===== src/rtl/orange_centroid_tracker.sv =====
// Per-column-bin orange pixel histogram with dominant-bin steering output.
// Ports: clk, rst_n (sync, active-low), pixel_valid, is_orange, vsync (active-low)
//   in; direction, detected, max_count, frame_valid out.
module orange_centroid_tracker #(
  parameter int H_ACTIVE   = 320,
  parameter int N_BINS     = 5,
  parameter int CNT_W      = 17,
  parameter int MIN_PIXELS = 200,
  parameter int PERSIST    = 2,
  parameter int DIR_W      = $clog2(N_BINS)
) (
  input  logic             clk,
  input  logic             rst_n,
  input  logic             pixel_valid,
  input  logic             is_orange,
  input  logic             vsync,
  output logic [DIR_W-1:0] direction,
  output logic             detected,
  output logic [CNT_W-1:0] max_count,
  output logic             frame_valid
);

  localparam int BIN_W = H_ACTIVE / N_BINS;
  localparam int COL_W = (BIN_W > 1) ? $clog2(BIN_W) : 1;
  localparam int STR_W = $clog2(PERSIST + 1);

  localparam logic [CNT_W-1:0] CNT_MAX  = '1;
  localparam logic [CNT_W-1:0] MIN_C    = CNT_W'(MIN_PIXELS);
  localparam logic [DIR_W-1:0] DIR_RST  = DIR_W'(N_BINS / 2);
  localparam logic [DIR_W-1:0] LAST_BIN = DIR_W'(N_BINS - 1);
  localparam logic [COL_W-1:0] COL_LAST = COL_W'(BIN_W - 1);
  localparam logic [STR_W-1:0] STR_FULL = STR_W'(PERSIST);

  typedef enum logic [1:0] {
    ACCUM,
    SCAN,
    DECIDE
  } state_e;

  state_e           state_q, state_d;
  logic             pv_q, pv_d;
  logic             vs_q, vs_d;
  logic [COL_W-1:0] col_q, col_d;
  logic [DIR_W-1:0] bin_q, bin_d;
  logic [CNT_W-1:0] cnt_q [N_BINS];
  logic [CNT_W-1:0] cnt_d [N_BINS];
  logic [DIR_W-1:0] scan_q, scan_d;
  logic [CNT_W-1:0] max_q, max_d;
  logic [DIR_W-1:0] arg_q, arg_d;
  logic             cand_hit_q, cand_hit_d;
  logic [DIR_W-1:0] cand_bin_q, cand_bin_d;
  logic [STR_W-1:0] streak_q, streak_d;
  logic [DIR_W-1:0] dir_q, dir_d;
  logic             det_q, det_d;
  logic [CNT_W-1:0] maxc_q, maxc_d;
  logic             fv_q, fv_d;

  logic             hit;
  logic             same;
  logic [STR_W-1:0] streak_nx;

  always_comb begin
    state_d    = state_q;
    pv_d       = pixel_valid;
    vs_d       = vsync;
    col_d      = col_q;
    bin_d      = bin_q;
    cnt_d      = cnt_q;
    scan_d     = scan_q;
    max_d      = max_q;
    arg_d      = arg_q;
    cand_hit_d = cand_hit_q;
    cand_bin_d = cand_bin_q;
    streak_d   = streak_q;
    dir_d      = dir_q;
    det_d      = det_q;
    maxc_d     = maxc_q;
    fv_d       = 1'b0;
    hit        = 1'b0;
    same       = 1'b0;
    streak_nx  = streak_q;

    // Column position; the last bin keeps absorbing columns.
    if (pixel_valid) begin
      if (col_q == COL_LAST) begin
        col_d = '0;
        if (bin_q != LAST_BIN) begin
          bin_d = bin_q + DIR_W'(1);
        end
      end else begin
        col_d = col_q + COL_W'(1);
      end
    end else if (pv_q) begin
      col_d = '0;
      bin_d = '0;
    end

    unique case (state_q)
      ACCUM: begin
        if (pixel_valid && is_orange &&
            cnt_q[bin_q] != CNT_MAX) begin
          cnt_d[bin_q] = cnt_q[bin_q] + CNT_W'(1);
        end
        if (vs_q && !vsync) begin
          state_d = SCAN;
          scan_d  = '0;
          max_d   = '0;
          arg_d   = '0;
        end
      end
      SCAN: begin
        // Strict compare keeps the lowest index on ties.
        if (cnt_q[scan_q] > max_q) begin
          max_d = cnt_q[scan_q];
          arg_d = scan_q;
        end
        if (scan_q == LAST_BIN) begin
          state_d = DECIDE;
        end else begin
          scan_d = scan_q + DIR_W'(1);
        end
      end
      DECIDE: begin
        hit  = (max_q >= MIN_C);
        same = (hit == cand_hit_q) &&
               (!hit || arg_q == cand_bin_q);
        if (same) begin
          streak_nx = (streak_q == STR_FULL) ?
                      streak_q : streak_q + STR_W'(1);
        end else begin
          cand_hit_d = hit;
          cand_bin_d = arg_q;
          streak_nx  = STR_W'(1);
        end
        streak_d = streak_nx;
        if (streak_nx == STR_FULL) begin
          det_d = hit;
          if (hit) begin
            dir_d = arg_q;
          end
        end
        maxc_d = max_q;
        fv_d   = 1'b1;
        for (int i = 0; i < N_BINS; i++) begin
          cnt_d[i] = '0;
        end
        state_d = ACCUM;
      end
      default: state_d = ACCUM;
    endcase
  end

  always_ff @(posedge clk) begin
    if (!rst_n) begin
      state_q    <= ACCUM;
      pv_q       <= 1'b0;
      vs_q       <= 1'b0;
      col_q      <= '0;
      bin_q      <= '0;
      for (int i = 0; i < N_BINS; i++) begin
        cnt_q[i] <= '0;
      end
      scan_q     <= '0;
      max_q      <= '0;
      arg_q      <= '0;
      cand_hit_q <= 1'b0;
      cand_bin_q <= '0;
      streak_q   <= '0;
      dir_q      <= DIR_RST;
      det_q      <= 1'b0;
      maxc_q     <= '0;
      fv_q       <= 1'b0;
    end else begin
      state_q    <= state_d;
      pv_q       <= pv_d;
      vs_q       <= vs_d;
      col_q      <= col_d;
      bin_q      <= bin_d;
      cnt_q      <= cnt_d;
      scan_q     <= scan_d;
      max_q      <= max_d;
      arg_q      <= arg_d;
      cand_hit_q <= cand_hit_d;
      cand_bin_q <= cand_bin_d;
      streak_q   <= streak_d;
      dir_q      <= dir_d;
      det_q      <= det_d;
      maxc_q     <= maxc_d;
      fv_q       <= fv_d;
    end
  end

  assign direction   = dir_q;
  assign detected    = det_q;
  assign max_count   = maxc_q;
  assign frame_valid = fv_q;

endmodule


===== config.mk =====
export PLATFORM = sky130hd
export DESIGN_NAME = orange_centroid_tracker
export DESIGN_NICKNAME = d
export VERILOG_FILES = /design/src/rtl/orange_centroid_tracker.sv
export SDC_FILE = /design/constraint.sdc
export NUM_CORES = 1
export LEC_CHECK = 0
export CORE_UTILIZATION = 40
export DETAILED_ROUTE_END_ITERATION = 16
export PLACE_DENSITY_LB_ADDON = 0.05
export SYNTH_ARGS = -nofsm -noshare
export SYNTH_HDL_FRONTEND = slang
export SYNTH_SLANG_ARGS = --single-unit

===== constraint.sdc =====
create_clock -name clk -period 4.4 [get_ports clk]
set_input_delay 0.66 -clock clk [delete_from_list [all_inputs] [get_ports clk]]
set_output_delay 0.66 -clock clk [all_outputs]
set_load 0.05 [all_outputs]

==> impl_metrics.toml <==
[status]
status = "completed"

[global_routing]
grt_max_degree = 47
grt_pass1_vias = 6154
grt_usage = 0.224
antenna_found_initial = 0
grt_pass1_wl_mm = 33.7
grt_overflow_total = 0

[sta]
slew_headroom = 0.281
final.setup.worst_slack_ns = 0.340
worstMarginPinSlew_ns = 1.07
tns_ns = 0
finalHoldViolCount = 0
fin_skew_ns = 0.0126
final-max-slew-violation-count = 0
timing.hold.ws_ns = 0.460
min_period_ns = 4.06
finalSetupViolations = 0
fin_crit_sh = 0.923
rsz0062_at_grt = "no"
max_freq_mhz = 246

[synthesis]
yosysTopAreaCell = "dfxtp_1"
async_flop_share = 0
syn_inst = 842
syn_nets = 872
syn_area_um2 = 7560
ys_ff_latch = 149
synth-main-ff-cell = "dfxtp_1"
synth_cell_types = 59
synth_top_cell_area_share = 0.394
synth_commonest_cells = "dfxtp_1, nand2_1, o21ai_0"
avgSynthCellArea_um2 = 8.98
seq_area_frac_synth = 0.394
yosysWarnings = 0
synth_most_common_cell = "dfxtp_1"
synth_area_leaders = "dfxtp_1, mux4_2, nand2_1"
synth_edf_count = 0

[cells_and_area]
final_core_util = 0.478
syn_to_final_growth_pct = 15.5
stdcell_count = 1106
seqCellArea_um2 = 2990
multiInputGateArea_um2 = 4280
nets = 894
fill_cells = 1753
antennaDiodeCount = 0
drive_gt1_frac = 0.133
fin_area_um2 = 8740

[detailed_routing]
first_pass_iters = 5
viasPerCell = 5.77
wl_per_cell_um = 18.8
first_iter_violations = 322
antenna_left = 0
routed_wl_mm = 20.8
vias = 6381
drc = 0

[die]
core_um2 = 18300
dieArea_um2 = 19500
die_y_um = 140
row_count = 49
die_width_um = 140
start_util = 0.414
io_pins = 27

[power_and_ir_drop]
total_power_mw = 3.01
powerDensity_nw_per_um2 = 344
leakage_nw = 3.02
max-vdd-ir-drop_mv = 0.257

[min_path]
min_to = "max_count[15]"
hold_start = "max_count[15]"
hold_depth = 2
hp-class = "reg -> reg"

[worst_setup_path]
endpoint_kind = "register"
start_kind = "register"
slowest_stage = "dfxtp_2"
crit_required_ns = 4.74
worstPathArrival_ns = 4.40
r2r_start = "bin_q[1]"
r2r_end = "cnt_q[66]"
reg2reg_depth = 15
cpPeakStageDelay_ns = 0.60
crit_fanout = 17
path_class = "reg -> reg"
rrSetupSlack_ns = 0.34
cp_cell_sequence = "mux2_1, a22oi_1, o22a_1, inv_1, ha_1, o21ai_1, nor4_4, nand4_1, nor3_1, ha_1, or4_1, nor3_1, buf_4, nand2_1, o31ai_1"

[clock_tree]
cts-root-buf = "clkbuf_16"
insertion_delay_ns = 0.43
clk_pin_slew_ns = 0.06
h-tree-depth = 4
cts_sinks = 149
cts_tree = "yes"
post_cts_buffers = 0
max-clock-path-buffers = 2
cts_buffers = 17

[place]
port_buffers = 26
place_hpwl_mm = 15.1
place_congestion = 0.904
dp_cells = 1074
postPlaceCellArea_um2 = 8130
dp_slack_ns = 0.246

[job]
cap_violations = 0
[metal layers]
metal | part of all wire | track usage | vias to the layer above
li1 | - | - | 3087
met1 | 0.45 | 0.283 | 3100
met2 | 0.48 | 0.380 | 165
met3 | 0.044 | 0.0458 | 29
met4 | 0.019 | 0.0743 | 0
met5 | 0 | 0 | -
[how the worst max path moves through the flow]
stage          cells past startpoint      start   endpoint  slack, ns
5_1_grt                           15   bin_q[1]  cnt_q[66]       0.08
6_report                          15   bin_q[1]  cnt_q[66]       0.34
2_1_floorplan                     13  scan_q[1]  max_q[10]       0.72
3_3_place_gp                      16   bin_q[0]  cnt_q[83]       0.35
4_1_cts                           16   bin_q[0]  cnt_q[83]       0.23
3_5_place_dp                      16   bin_q[0]  cnt_q[83]       0.25
[report_power, final]
group | switching, mW | total [mW] | internal, mW
sequential | 0.00923 | 1.36 | 1.36
combinational | 0.0930 | 0.142 | 0.0489
clock | 0.580 | 1.50 | 0.921
[cell type report]
class,count,area share
tap,229,0.0328
inverter,28,0.0120
timing repair buffer,54,0.0547
sequential,149,0.342
clock inverter,12,0.0173
clock buffer,20,0.0523
multi-input combinational,614,0.489
[timing repair]
action,CTS,global route
hold buffers,0,0
gates resized for setup,0,3
endpoints found under the setup margin,0,19
[critical path, delay by kind of cell, from the launching register on]
family | cells | cell delay (ns)
compound gates | 4 | 0.87
mux | 1 | 0.37
flops | 1 | 0.60
simple gates | 6 | 1.43
fa+ha+maj | 2 | 0.45
buf+inv | 2 | 0.24
[placed cells by master, fill, tap and decap left out, drive strengths merged, types with 12 or more instances in the layout]
cell,instances
dfxtp,149
nand2,119
o21ai,70
nor2b,44
a22oi,39
nor2,36
buf,29
inv,28
ha,25
clkdlybuf4s50,25
nor3b,22
a22o,21
a21oi,21
mux4,20
clkbuf,20
mux2i,19
a21boi,19
a31o,16
nor3,13
nand3,12
xnor2,12
and2,12
[flip-flops by register name, summed over array words and instances (netlist names), 3 cells and up]
signal and cells:
arg_q 3, bin_q 3, col_q 6, max_count 17, direction 3, cand_bin_q 3
max_q 17, scan_q 3, cnt_q 85
[cells by family (layout without fill, tap and decap cells)]
family / after synthesis / count (layout) / share of synthesized area
simple gates: 292 / 292 / 0.198
compound gates: 233 / 233 / 0.208
flops: 149 / 149 / 0.394
buf+inv: 79 / 114 / 0.0418
mux: 46 / 46 / 0.0951
fa+ha+maj: 25 / 25 / 0.0413
xor+xnor: 18 / 18 / 0.0208
Note: power is estimated with default switching activity, not from simulation.
